`src/rtl/periph_bus_arbiter_if.sv`:
```
// rtl/periph_bus_arbiter_if.sv - one initiator channel into the shared data-side bus arbiter
interface periph_bus_arbiter_if #(
  parameter int ADDR_WIDTH = 32,
  parameter int DATA_WIDTH = 32
);
  logic                    req;
  logic                    we;
  logic                    lock;
  logic [ADDR_WIDTH-1:0]   addr;
  logic [DATA_WIDTH-1:0]   wdata;
  logic [DATA_WIDTH/8-1:0] be;
  logic                    gnt;
  logic                    rvalid;
  logic [DATA_WIDTH-1:0]   rdata;

  modport master (output req, we, lock, addr, wdata, be, input gnt, rvalid, rdata);
  modport slave  (input req, we, lock, addr, wdata, be, output gnt, rvalid, rdata);
endinterface

```
`src/rtl/periph_bus_arbiter.sv`:
```
// rtl/periph_bus_arbiter.sv - two-master arbiter sequencing IDLE/ACCESS/RESP accesses onto one registered slave strobe set
module periph_bus_arbiter #(
  parameter int ADDR_WIDTH  = 32,
  parameter int DATA_WIDTH  = 32,
  parameter bit M0_PRIORITY = 1'b0,
  parameter int MAX_LOCK    = 4
) (
  input  logic                    clk,
  input  logic                    rst,
  periph_bus_arbiter_if.slave     m0,
  periph_bus_arbiter_if.slave     m1,
  output logic                    s_wr_en,
  output logic                    s_rd_en,
  output logic [ADDR_WIDTH-1:0]   s_addr,
  output logic [DATA_WIDTH-1:0]   s_wdata,
  output logic [DATA_WIDTH/8-1:0] s_be,
  input  logic [DATA_WIDTH-1:0]   s_rdata,
  output logic                    bus_owner,
  output logic                    busy
);

  typedef enum logic [1:0] {IDLE, ACCESS, RESP} state_t;

  localparam logic [3:0] LOCK_MAX = 4'(MAX_LOCK);

  state_t                  state, state_nxt;
  logic [3:0]              lock_cnt;
  logic                    lock_held;
  logic                    owner_req;
  logic                    win_valid;
  logic                    win_sel;
  logic                    locked_win;
  logic                    win_we;
  logic                    win_lock;
  logic [ADDR_WIDTH-1:0]   win_addr;
  logic [DATA_WIDTH-1:0]   win_wdata;
  logic [DATA_WIDTH/8-1:0] win_be;

  always_ff @(posedge clk or posedge rst) begin
    if (rst) state <= IDLE;
    else     state <= state_nxt;
  end

  always_comb begin
    state_nxt  = state;
    win_valid  = 1'b0;
    win_sel    = bus_owner;
    locked_win = 1'b0;
    owner_req  = bus_owner ? m1.req : m0.req;
    case (state)
      ACCESS: state_nxt = RESP;
      IDLE, RESP: begin
        // Lock only extends an ongoing burst, so it is honoured in RESP but not from IDLE.
        if (state == RESP && lock_held && owner_req && lock_cnt < LOCK_MAX) begin
          win_valid  = 1'b1;
          win_sel    = bus_owner;
          locked_win = 1'b1;
        end else if (m0.req && m1.req) begin
          win_valid = 1'b1;
          win_sel   = M0_PRIORITY ? 1'b0 : ~bus_owner;
        end else if (m0.req) begin
          win_valid = 1'b1;
          win_sel   = 1'b0;
        end else if (m1.req) begin
          win_valid = 1'b1;
          win_sel   = 1'b1;
        end
        state_nxt = win_valid ? ACCESS : IDLE;
      end
      default: state_nxt = IDLE;
    endcase
    win_we    = win_sel ? m1.we    : m0.we;
    win_lock  = win_sel ? m1.lock  : m0.lock;
    win_addr  = win_sel ? m1.addr  : m0.addr;
    win_wdata = win_sel ? m1.wdata : m0.wdata;
    win_be    = win_sel ? m1.be    : m0.be;
  end

  always_ff @(posedge clk or posedge rst) begin
    if (rst) begin
      m0.gnt    <= 1'b0;
      m1.gnt    <= 1'b0;
      m0.rvalid <= 1'b0;
      m1.rvalid <= 1'b0;
      m0.rdata  <= '0;
      m1.rdata  <= '0;
      s_wr_en   <= 1'b0;
      s_rd_en   <= 1'b0;
      s_addr    <= '0;
      s_wdata   <= '0;
      s_be      <= '0;
      bus_owner <= 1'b1;
      lock_held <= 1'b0;
      lock_cnt  <= 4'd0;
    end else begin
      m0.gnt    <= 1'b0;
      m1.gnt    <= 1'b0;
      m0.rvalid <= 1'b0;
      m1.rvalid <= 1'b0;
      s_wr_en   <= 1'b0;
      s_rd_en   <= 1'b0;
      if (win_valid) begin
        bus_owner <= win_sel;
        lock_held <= win_lock;
        lock_cnt  <= locked_win ? lock_cnt + 4'd1 : 4'd0;
        s_wr_en   <= win_we;
        s_rd_en   <= ~win_we;
        s_addr    <= win_addr;
        s_wdata   <= win_wdata;
        s_be      <= win_be;
        if (win_sel) m1.gnt <= 1'b1;
        else         m0.gnt <= 1'b1;
      end else if (state == IDLE) begin
        lock_cnt <= 4'd0;
      end
      // Read data is captured while the strobe is still up, then presented with rvalid in RESP.
      if (state == ACCESS && s_rd_en) begin
        if (bus_owner) begin
          m1.rdata  <= s_rdata;
          m1.rvalid <= 1'b1;
        end else begin
          m0.rdata  <= s_rdata;
          m0.rvalid <= 1'b1;
        end
      end
    end
  end

  assign busy = (state == ACCESS) || (state == RESP);

endmodule

```
`src/flat_wrapper.sv`:
```
// flat-port wrapper written by rule: the top's interface ports become plain ports
module periph_bus_arbiter_flat 
#(
  parameter int ADDR_WIDTH  = 32,
  parameter int DATA_WIDTH  = 32,
  parameter bit M0_PRIORITY = 1'b0,
  parameter int MAX_LOCK    = 4
)
  (clk, rst, s_wr_en, s_rd_en, s_addr, s_wdata, s_be, s_rdata, bus_owner, busy, m0_req, m0_we, m0_lock, m0_addr, m0_wdata, m0_be, m0_gnt, m0_rvalid, m0_rdata, m1_req, m1_we, m1_lock, m1_addr, m1_wdata, m1_be, m1_gnt, m1_rvalid, m1_rdata);
  periph_bus_arbiter_if #(.ADDR_WIDTH(ADDR_WIDTH), .DATA_WIDTH(DATA_WIDTH)) m0_i ();
  periph_bus_arbiter_if #(.ADDR_WIDTH(ADDR_WIDTH), .DATA_WIDTH(DATA_WIDTH)) m1_i ();
  input  logic clk;
  input  logic rst;
  output logic s_wr_en;
  output logic s_rd_en;
  output logic [ADDR_WIDTH-1:0] s_addr;
  output logic [DATA_WIDTH-1:0] s_wdata;
  output logic [DATA_WIDTH/8-1:0] s_be;
  input  logic [DATA_WIDTH-1:0] s_rdata;
  output logic bus_owner;
  output logic busy;
  input wire logic [$bits(m0_i.req)-1:0] m0_req;
  input wire logic [$bits(m0_i.we)-1:0] m0_we;
  input wire logic [$bits(m0_i.lock)-1:0] m0_lock;
  input wire logic [$bits(m0_i.addr)-1:0] m0_addr;
  input wire logic [$bits(m0_i.wdata)-1:0] m0_wdata;
  input wire logic [$bits(m0_i.be)-1:0] m0_be;
  output wire logic [$bits(m0_i.gnt)-1:0] m0_gnt;
  output wire logic [$bits(m0_i.rvalid)-1:0] m0_rvalid;
  output wire logic [$bits(m0_i.rdata)-1:0] m0_rdata;
  input wire logic [$bits(m1_i.req)-1:0] m1_req;
  input wire logic [$bits(m1_i.we)-1:0] m1_we;
  input wire logic [$bits(m1_i.lock)-1:0] m1_lock;
  input wire logic [$bits(m1_i.addr)-1:0] m1_addr;
  input wire logic [$bits(m1_i.wdata)-1:0] m1_wdata;
  input wire logic [$bits(m1_i.be)-1:0] m1_be;
  output wire logic [$bits(m1_i.gnt)-1:0] m1_gnt;
  output wire logic [$bits(m1_i.rvalid)-1:0] m1_rvalid;
  output wire logic [$bits(m1_i.rdata)-1:0] m1_rdata;
  assign m0_i.req = m0_req;
  assign m0_i.we = m0_we;
  assign m0_i.lock = m0_lock;
  assign m0_i.addr = m0_addr;
  assign m0_i.wdata = m0_wdata;
  assign m0_i.be = m0_be;
  assign m0_gnt = m0_i.gnt;
  assign m0_rvalid = m0_i.rvalid;
  assign m0_rdata = m0_i.rdata;
  assign m1_i.req = m1_req;
  assign m1_i.we = m1_we;
  assign m1_i.lock = m1_lock;
  assign m1_i.addr = m1_addr;
  assign m1_i.wdata = m1_wdata;
  assign m1_i.be = m1_be;
  assign m1_gnt = m1_i.gnt;
  assign m1_rvalid = m1_i.rvalid;
  assign m1_rdata = m1_i.rdata;
  periph_bus_arbiter #(.ADDR_WIDTH(ADDR_WIDTH), .DATA_WIDTH(DATA_WIDTH), .M0_PRIORITY(M0_PRIORITY), .MAX_LOCK(MAX_LOCK)) u_core (.clk(clk), .rst(rst), .m0(m0_i), .m1(m1_i), .s_wr_en(s_wr_en), .s_rd_en(s_rd_en), .s_addr(s_addr), .s_wdata(s_wdata), .s_be(s_be), .s_rdata(s_rdata), .bus_owner(bus_owner), .busy(busy));
endmodule
```
`config.mk`:
```
export PLATFORM = sky130hd
export DESIGN_NAME = periph_bus_arbiter_flat
export DESIGN_NICKNAME = d
export VERILOG_FILES = /design/src/rtl/periph_bus_arbiter_if.sv /design/src/rtl/periph_bus_arbiter.sv /design/src/flat_wrapper.sv
export SDC_FILE = /design/constraint.sdc
export NUM_CORES = 1
export LEC_CHECK = 0
export ABC_AREA = 1
export CORE_MARGIN = 5
export CORE_UTILIZATION = 41
export CTS_CLUSTER_DIAMETER = 150
export DETAILED_ROUTE_END_ITERATION = 6
export PLACE_DENSITY = 0.92
export SLEW_MARGIN = 40
export SYNTH_ARGS = -nofsm -noshare
export SYNTH_HDL_FRONTEND = slang
export SYNTH_SLANG_ARGS = --single-unit
```
`constraint.sdc`:
```
create_clock -name clk -period 7.6 [get_ports clk]
set_input_delay 1.52 -clock clk [delete_from_list [all_inputs] [get_ports clk]]
set_output_delay 1.52 -clock clk [all_outputs]
set_load 0.005 [all_outputs]
```
==> impl_metrics.json, run 1 <==
{
  "worstMarginPinSlew_ps": 823,
  "critPathMaxStageDelay_ps": 660,
  "finalCriticalPeriod_ps": 3610,
  "reg2reg_from": "u_core.state[0]$_DFF_PP0_",
  "synth_area_sq_mm": 0.00639,
  "critPathRequiredTime_ps": 7890,
  "p_leak_nw": 4.54,
  "grt_usage": 0.228,
  "drive_above_1_share": 0.0579,
  "drt-total-wl_mm": 21.3,
  "coreArea_sq_mm": 0.0153,
  "power_mw": 4.31,
  "synth-seq-cells": 146,
  "cp_common_cell": "nand3_1",
  "hold_buffers": 0,
  "syn_to_final_growth_pct": 58.8,
  "placedCellCount": 1164,
  "path_buf_inv": 2,
  "ant_nets": 0,
  "fin_cells": 1196,
  "synth_warnings": 0,
  "hold_depth": 2,
  "final_util": 0.665,
  "max_freq_mhz": 277,
  "fp.dieW_microns": 135,
  "worstSetupEndpointType": "flop",
  "whs_ps": 486,
  "path_max_fanout": 72,
  "grt_overflow": 0,
  "clkTransAtPathRegs_ps": 70,
  "p_per_area_mw_per_mm2": 425,
  "dp_hpwl_mm": 14.5,
  "pin_count": 316,
  "ys_seq_area_frac": 0.572,
  "routedWlPerCell_microns": 17.8,
  "crit_family": "buffers and inverters",
  "multiInputGateArea_sq_mm": 0.00225,
  "worst-path-stages": 9,
  "initial_core_util": 0.419,
  "io_buffers": 315,
  "hold_path_startpoint": "u_core.m1.rdata[28]$_DFFE_PP0P_",
  "reg2regPathDepth": 8,
  "drc": 0,
  "die_area_sq_mm": 0.0182,
  "synth_cells": 690,
  "gp_congestion": 0.827,
  "rsz0062_at_grt": "false",
  "crit_chain": "clkdlybuf4s50_1 -> nand2_1 -> nand2_2 -> nand2_4 -> nand3_4 -> buf_4 -> nand2_8 -> nand3_1 -> nand3_1",
  "vdd_drop_max_uv": 234,
  "post_cts.repair.setup_buffers": 0,
  "final_cell_mix": "clkdlybuf4s50_1, dfrtp_1, nand2_1",
  "fin_nets": 1153,
  "outcome": "complete, no violations",
  "ctsResizeCount": 0,
  "slew_viol_final": 0,
  "synth.avg_cell_area_sq_um": 9.26,
  "fill_cells": 1138,
  "crit_path_start": "m1_req",
  "skew_ps": 17.9,
  "hold_viol": 0,
  "start_kind": "input pin",
  "vias": 6304,
  "critPathArrivalTime_ps": 3900,
  "setup_violations": 0,
  "grt_pass1_wl_mm": 32.7,
  "row_count": 45,
  "critical_path_class": "in -> reg",
  "avgViaCountPerCell": 5.27,
  "fin_crit_sh": 0.475,
  "cts_max_path_buffers": 2,
  "antenna_found_initial": 0,
  "max_cap_violations": 0,
  "firstDrtPassIters": 7,
  "antenna_cells": 0,
  "cts_tree": "yes",
  "final_common_cell": "clkdlybuf4s50_1",
  "numCtsBuffers": 17,
  "synth.distinct_cells": 26,
  "root_buffer": "clkbuf_16",
  "grt_max_degree": 101,
  "clk_latency_ps": 420,
  "cts.sinks": 146,
  "maxSlewHeadroom": 0.452,
  "hp-class": "reg -> reg",
  "seq_area_sq_mm": 0.00365,
  "crit_slowest_cell": "buf_4",
  "synth_fp_nets": 871,
  "die_y_microns": 135,
  "tns_ps": 0,
  "grt_pass1_vias": 6222,
  "cts_max_level": 4,
  "drtIter0Drc": 525
}
[path summary, 6_finish.rpt]
kind                                                    to  slack (ps)
max                          u_core.s_addr[26]$_DFFE_PP0P_        3990
min                        u_core.m1.rdata[28]$_DFFE_PP0P_         490
max reg2reg                  u_core.s_addr[26]$_DFFE_PP0P_        4900
min reg2reg                u_core.m1.rdata[28]$_DFFE_PP0P_         490
max in group asynchronous       u_core.m0.rvalid$_DFF_PP0_        4910
min in group asynchronous  u_core.m1.rdata[21]$_DFFE_PP0P_        1630
[stage by stage]
step / setup slack, ps / instance area [sq um]
floorplan: 2160 / 6390
global placement: 3410 / 9520
detailed placement: 3340 / 9530
CTS: 3780 / 10100
global route: 3810 / 10100
finish: 3990 / 10100
[tightest hold or removal path, delay by kind of cell, from the launching register on]
kind               cells  cell delay (ps)
and+or+nand+nor        1               50
AOI/OAI and AO/OA      1               60
DFF                    1              340
[flip-flops by register name, indices dropped and copies added (netlist names), 2 cells and up]
signal,cells
u_core.state,2
u_core.m1.rdata,32
u_core.s_addr,32
u_core.lock_cnt,4
u_core.s_wdata,32
u_core.s_be,4
u_core.m0.rdata,32
[layer usage]
metal / global-route usage / wire (microns)
met1: 0.272 / 7760
met2: 0.387 / 10800
met3: 0.0622 / 1920
met4: 0.101 / 756
met5: 0 / 0
[cell type report]
type	count	share of cell area
Timing Repair Buffer	319	0.315
Sequential cell	146	0.360
Multi-Input combinational cell	443	0.222
Clock inverter	15	0.0168
Inverter	45	0.0179
Tap cell	211	0.0260
Clock buffer	17	0.0419
[cell usage after synthesis]
master / count / area share
a21oi_1: 3 / 0.0023
buf_12: 1 / 0.0031
buf_2: 23 / 0.018
buf_4: 14 / 0.016
buf_8: 1 / 0.0023
clkbuf_1: 14 / 0.0082
dfrtp_1: 145 / 0.57
dfstp_2: 1 / 0.0041
dlygate4sd1_1: 3 / 0.0041
ha_1: 5 / 0.0098
inv_1: 40 / 0.024
inv_2: 5 / 0.0029
nand2_1: 142 / 0.083
nand2_2: 2 / 0.0020
nand2_4: 3 / 0.0053
nand3_1: 136 / 0.11
nand3_2: 6 / 0.0094
nand3_4: 1 / 0.0027
nand4_1: 69 / 0.068
nor2_1: 6 / 0.0035
nor3_1: 1 / 0.00078
nor3_2: 1 / 0.0016
o21ai_0: 51 / 0.040
o21ai_1: 15 / 0.012
o21ai_2: 1 / 0.0014
or2_1: 1 / 0.00098
[report_power, final]
group | total (mW) | internal [mW] | leakage (nW) | switching [mW]
Sequential | 1.38 | 1.17 | 1.78 | 0.212
Clock | 0.851 | 0.493 | 0.288 | 0.358
Combinational | 2.08 | 1.02 | 2.47 | 1.06
[logic make-up (layout without fill, tap and decap cells)]
kind of cell | count (synthesis) | count (layout) | share of synthesized area
fa+ha+maj | 5 | 5 | 0.00979
compound gates | 70 | 70 | 0.0554
flops | 146 | 146 | 0.572
buf+inv | 101 | 396 | 0.0787
simple gates | 368 | 368 | 0.284
Power figures use the tool's default switching activity.
==> run 2, diff against run 1 <==
--- a/config.mk
+++ b/config.mk
@@ -7,10 +7,10 @@
 export LEC_CHECK = 0
 export ABC_AREA = 1
 export CORE_MARGIN = 5
-export CORE_UTILIZATION = 41
+export CORE_UTILIZATION = 37
 export CTS_CLUSTER_DIAMETER = 150
 export DETAILED_ROUTE_END_ITERATION = 6
-export PLACE_DENSITY = 0.92
+export PLACE_DENSITY = 0.89
 export SLEW_MARGIN = 40
 export SYNTH_ARGS = -nofsm -noshare
 export SYNTH_HDL_FRONTEND = slang
==> constraint.sdc (replaced) <==
create_clock -name clk -period 3.05 [get_ports clk]
set_input_delay 0.61 -clock clk [delete_from_list [all_inputs] [get_ports clk]]
set_output_delay 0.61 -clock clk [all_outputs]
set_load 0.005 [all_outputs]
==> run 2 against run 1 <==
  * Hold slack about the same
  * First-iteration DRC count decreased by 0.95%
  * Combinational power increased to 2.6 times the previous value
  * Utilization shrank 5.9 points
  * Critical path type is now reg -> reg
  * Largest cell class unchanged
==> impl_metrics.json, run 2 (synthesized netlist as in run 1, its figures left out) <==
{
  "initial_core_util": 0.373,
  "avgViaCountPerCell": 5.21,
  "outcome": "complete, no violations",
  "critical_path_class": "reg -> reg",
  "grt_pass1_vias": 6441,
  "pre_cts_slack_ps": 601,
  "cts_tree": "yes",
  "worstSetupEndpointType": "flop",
  "grt_max_degree": 78,
  "max_cap_violations": 0,
  "grt_pass1_wl_mm": 35.6,
  "final_common_cell": "clkdlybuf4s50_1",
  "root_buffer": "clkbuf_16",
  "pin_count": 316,
  "firstDrtPassIters": 5,
  "drive_above_1_share": 0.0710,
  "p_leak_nw": 4.65,
  "crit_chain": "inv_1 -> ha_1 -> inv_1 -> nor3_1 -> clkinv_2 -> o21ai_0",
  "io_buffers": 315,
  "ctsResizeCount": 0,
  "setup_ws_ps": 801,
  "vias": 6383,
  "syn_to_final_growth_pct": 62.4,
  "final_cell_mix": "clkdlybuf4s50_1, dfrtp_1, nand2_1",
  "tns_ps": 0,
  "numCtsBuffers": 17,
  "fin_crit_sh": 0.737,
  "maxSlewHeadroom": 0.498,
  "crit_slowest_cell": "clkinv_2",
  "drtIter0Drc": 520,
  "vdd_drop_max_uv": 620,
  "routedWlPerCell_microns": 19.2,
  "row_count": 48,
  "start_kind": "flop",
  "fill_cells": 1394,
  "dp_hpwl_mm": 16.4,
  "slew_viol_final": 0,
  "coreArea_sq_mm": 0.0171,
  "hold_buffers": 0,
  "die_y_microns": 141,
  "path_max_fanout": 64,
  "grt_overflow": 0,
  "rsz0062_at_grt": "false",
  "skew_ps": 9.83,
  "hold_viol": 0,
  "setup_violations": 0,
  "cts.sinks": 146,
  "ant_nets": 0,
  "place_area_sq_mm": 0.00975,
  "clkTransAtPathRegs_ps": 70,
  "hp-class": "reg -> reg",
  "multiInputGateArea_sq_mm": 0.00224,
  "cts_max_level": 4,
  "worstMarginPinSlew_ps": 752,
  "critPathRequiredTime_ps": 3350,
  "critPathMaxStageDelay_ps": 650,
  "p_per_area_mw_per_mm2": 1080,
  "max_freq_mhz": 445,
  "fin_area_sq_mm": 0.0104,
  "drt-total-wl_mm": 23.5,
  "antenna_found_initial": 1,
  "finalCriticalPeriod_ps": 2250,
  "clk_latency_ps": 410,
  "seq_area_sq_mm": 0.00365,
  "cts_max_path_buffers": 2,
  "post_cts.repair.setup_buffers": 0,
  "fp.dieW_microns": 141,
  "cp_common_cell": "inv_1",
  "fin_nets": 1168,
  "grt_usage": 0.227,
  "die_area_sq_mm": 0.0200,
  "drc": 0,
  "gp_congestion": 0.940,
  "critPathArrivalTime_ps": 2550
}
run 2: cell types whose count changed in the layout (fill, tap and decap cells not counted):
cell,before,now
diode_2,0,1
buf_4,2,11
bufinv_16,2,3
nand2_4,1,3
buf_12,0,8
buf_6,2,0
nand2_8,2,0
inv_4,3,2
clkbuf_1,0,1
inv_6,8,5
clkinvlp_4,2,3
clkinv_4,2,1
inv_8,1,3
run 2: report_power, final:
part,switching [mW],total [mW],leakage [nW],internal (mW)
clock,0.912,2.23,0.298,1.32
sequential,0.577,3.48,1.78,2.90
combinational,2.74,5.47,2.57,2.73
total,4.23,11.2,4.65,6.96
run 2: critical path: cells and delay by family (launching register included):
kind                       cells  cell delay (ps)
adders and majority gates      1              170
AOI/OAI and AO/OA              1              440
buffers and inverters          3              810
and+or+nand+nor                1              290
DFF                            1              400
run 2: area by class of cell:
cell class	count	share of cell area
multi-input cells	443	0.216
well taps	225	0.0271
clock inverters	14	0.0185
clock buffers	18	0.0414
flip-flops and latches	146	0.352
diodes	1	0.000241
inverters	45	0.0173
repair buffers	334	0.327
run 2: per-stage QoR:
step	cells	total power, mW	utilization	hold WS (ps)
3_3_place_gp	1193	8.75	0.569	464
6_report	1226	11.2	0.606	486
4_1_cts	1225	11.3	0.606	488
2_1_floorplan	690	6.04	-	460
5_1_grt	1226	11.9	0.606	507
3_5_place_dp	1193	8.92	0.569	473
run 2: path summary, 6_finish.rpt:
path                       cells past startpoint                       startpoint  slack [ps]                              end
max reg2reg                                    6        u_core.state[1]$_DFF_PP0_         800   u_core.m0.rdata[7]$_DFFE_PP0P_
min                                            2  u_core.m0.rdata[28]$_DFFE_PP0P_         490  u_core.m0.rdata[28]$_DFFE_PP0P_
max in group asynchronous                      3                              rst        1690    u_core.s_addr[16]$_DFFE_PP0P_
max                                            6        u_core.state[1]$_DFF_PP0_         800   u_core.m0.rdata[7]$_DFFE_PP0P_
min in group asynchronous                      2                              rst         650     u_core.s_addr[9]$_DFFE_PP0P_
min reg2reg                                    2  u_core.m0.rdata[28]$_DFFE_PP0P_         490  u_core.m0.rdata[28]$_DFFE_PP0P_
run 2: metal layers:
metal  routed length (microns)  track usage  part of all wire  up-vias
met1                      8940        0.282              0.38     3042
li1                          -            -                 -     2945
met2                     11100        0.364              0.47      361
met3                      2850       0.0832              0.12       35
met4                       631       0.0843             0.027        0
met5                         0            0                 0        -
==> run 3, diff against run 2 <==
--- a/config.mk
+++ b/config.mk
@@ -7,10 +7,10 @@
 export LEC_CHECK = 0
 export ABC_AREA = 1
 export CORE_MARGIN = 5
-export CORE_UTILIZATION = 37
+export CORE_UTILIZATION = 41
 export CTS_CLUSTER_DIAMETER = 150
 export DETAILED_ROUTE_END_ITERATION = 6
-export PLACE_DENSITY = 0.89
+export PLACE_DENSITY = 0.92
 export SLEW_MARGIN = 40
 export SYNTH_ARGS = -nofsm -noshare
 export SYNTH_HDL_FRONTEND = slang
==> constraint.sdc (replaced) <==
create_clock -name clk -period 2.3 [get_ports clk]
set_input_delay 0.46 -clock clk [delete_from_list [all_inputs] [get_ports clk]]
set_output_delay 0.46 -clock clk [all_outputs]
set_load 0.005 [all_outputs]
==> run 3 against run 2 <==
  * Utilization rose by 7.4 points
  * Die area is 9.1% lower
  * Sequential share of layout area is essentially flat
  * Critical endpoint is now busy
  * Critical path depth fell by 3
  * Largest power group unchanged
  * Via count is 0.42% higher
  * Register-to-register slack lost 450 ps
  * Sequential cell count is the same
  * Final area is essentially flat
  * Non-clock buffer count up 3
  * Hold slack lost 13 ps
  * First-iteration DRC count decreased by 36%
==> impl_metrics.json, run 3 (synthesized netlist as in run 1, its figures left out) <==
{
  "outcome": "complete, no violations",
  "skew_ps": 7.62,
  "grt_pass1_vias": 6413,
  "fill_cells": 1144,
  "multiInputGateArea_sq_mm": 0.00224,
  "cts_tree": "yes",
  "critPathMaxStageDelay_ps": 520,
  "grt_usage": 0.235,
  "vdd_drop_max_uv": 773,
  "cts_max_level": 4,
  "drc": 0,
  "fp.dieW_microns": 135,
  "firstDrtPassIters": 5,
  "dp_hpwl_mm": 15.6,
  "antenna_found_initial": 0,
  "setup_ws_ps": 204,
  "setup_violations": 0,
  "final_common_cell": "clkdlybuf4s50_1",
  "start_kind": "flop",
  "critPathRequiredTime_ps": 1840,
  "die_area_sq_mm": 0.0182,
  "gp_congestion": 0.814,
  "drive_above_1_share": 0.0719,
  "crit_chain": "inv_1 -> ha_1 -> clkdlybuf4s50_1",
  "fin_nets": 1171,
  "clk_latency_ps": 420,
  "hp-class": "in -> async",
  "cts_max_path_buffers": 2,
  "die_y_microns": 135,
  "initial_core_util": 0.419,
  "reg2regPathDepth": 8,
  "row_count": 45,
  "grt_max_degree": 78,
  "drt-total-wl_mm": 21.8,
  "coreArea_sq_mm": 0.0153,
  "cts.sinks": 146,
  "seq_area_sq_mm": 0.00365,
  "whs_ps": 473,
  "slew_viol_final": 0,
  "crit_slowest_cell": "clkdlybuf4s50_1",
  "post_cts.repair.setup_buffers": 0,
  "grt_overflow": 0,
  "hold_buffers": 0,
  "ctsResizeCount": 0,
  "routedWlPerCell_microns": 17.9,
  "io_buffers": 315,
  "critPathArrivalTime_ps": 1640,
  "fin_area_sq_mm": 0.0104,
  "use_met1": 0.273,
  "p_per_area_mw_per_mm2": 1410,
  "hold_viol": 0,
  "maxSlewHeadroom": 0.610,
  "ant_nets": 0,
  "worstSetupEndpointType": "primary output",
  "worst-path-stages": 3,
  "path_buf_inv": 2,
  "grt_pass1_wl_mm": 33.5,
  "grt_most_used_layer": "met2",
  "max_freq_mhz": 477,
  "path_max_fanout": 3,
  "crit_family": "buffers and inverters",
  "max_cap_violations": 0,
  "use_met2": 0.398,
  "avgViaCountPerCell": 5.28,
  "antenna_cells": 0,
  "final_cell_mix": "clkdlybuf4s50_1, dfrtp_1, nand2_1",
  "tns_ps": 0,
  "met3_usage": 0.0756,
  "finalCriticalPeriod_ps": 2100,
  "critical_path_class": "reg -> out",
  "pin_count": 316,
  "pre_cts_slack_ps": 170,
  "fin_crit_sh": 0.911,
  "worstMarginPinSlew_ps": 585,
  "vias": 6410,
  "drtIter0Drc": 335,
  "place_area_sq_mm": 0.00978,
  "clkTransAtPathRegs_ps": 60,
  "syn_to_final_growth_pct": 62.5,
  "rsz0062_at_grt": "false",
  "p_leak_nw": 4.66,
  "root_buffer": "clkbuf_16",
  "numCtsBuffers": 17
}
run 3: cell count changes in the layout (fill, tap and decap cells not counted):
cell / change
inv_2: +1
diode_2: -1
clkinv_4: +3
clkinv_2: -1
buf_12: +2
clkbuf_8: +1
clkbuf_1: +1
inv_6: -4
clkinvlp_4: +1
inv_8: -3
buf_4: +1
run 3: stage by stage:
step	total power [mW]	std cells	utilization
4_1_cts	14.8	1213	0.680
5_1_grt	15.6	1213	0.680
6_report	14.7	1213	0.680
3_5_place_dp	11.9	1182	0.641
3_3_place_gp	11.6	1182	0.641
2_1_floorplan	8.00	690	-
run 3: final timing paths:
| check | from | to | slack, ps |
|---|---|---|---|
| max in group asynchronous | rst | u_core.bus_owner$_DFFE_PP1P_ | 1170 |
| min in group clk | u_core.m0.rdata[21]$_DFFE_PP0P_ | u_core.m0.rdata[21]$_DFFE_PP0P_ | 480 |
| max reg2reg | u_core.state[0]$_DFF_PP0_ | u_core.lock_cnt[2]$_DFFE_PP0P_ | 350 |
| max | u_core.state[0]$_DFF_PP0_ | busy | 200 |
| min | rst | u_core.m0.rdata[28]$_DFFE_PP0P_ | 470 |
| min reg2reg | u_core.m0.rdata[21]$_DFFE_PP0P_ | u_core.m0.rdata[21]$_DFFE_PP0P_ | 480 |
run 3: worst register-to-register path: cells and delay by family (launching register included):
kind | cells | cell delay, ps
buffers and inverters | 2 | 390
DFF | 1 | 370
and+or+nand+nor | 2 | 540
AOI/OAI and AO/OA | 3 | 340
adders and majority gates | 1 | 200
run 3: power breakdown:
part           switching, mW  leakage, nW  internal, mW  total (mW)
clock                   1.07        0.283          1.74        2.81
combinational           3.53         2.60          3.75        7.28
sequential             0.721         1.78          3.85        4.57
total                   5.33         4.66          9.34        14.7
run 3: final cells by class:
type                       count  share of cell area
sequential                   146               0.352
tap                          211              0.0254
inverter                      45              0.0171
clock inverter                11              0.0151
clock buffer                  20              0.0430
multi-input combinational    443               0.216
timing repair buffer         337               0.332
run 3: layer usage:
layer | wire length (microns) | vias up | part of all wire
met3 | 1910 | 51 | 0.088
met1 | 8120 | 3083 | 0.37
li1 | - | 2958 | -
met4 | 785 | 0 | 0.036
met5 | 0 | - | 0
met2 | 11000 | 318 | 0.50
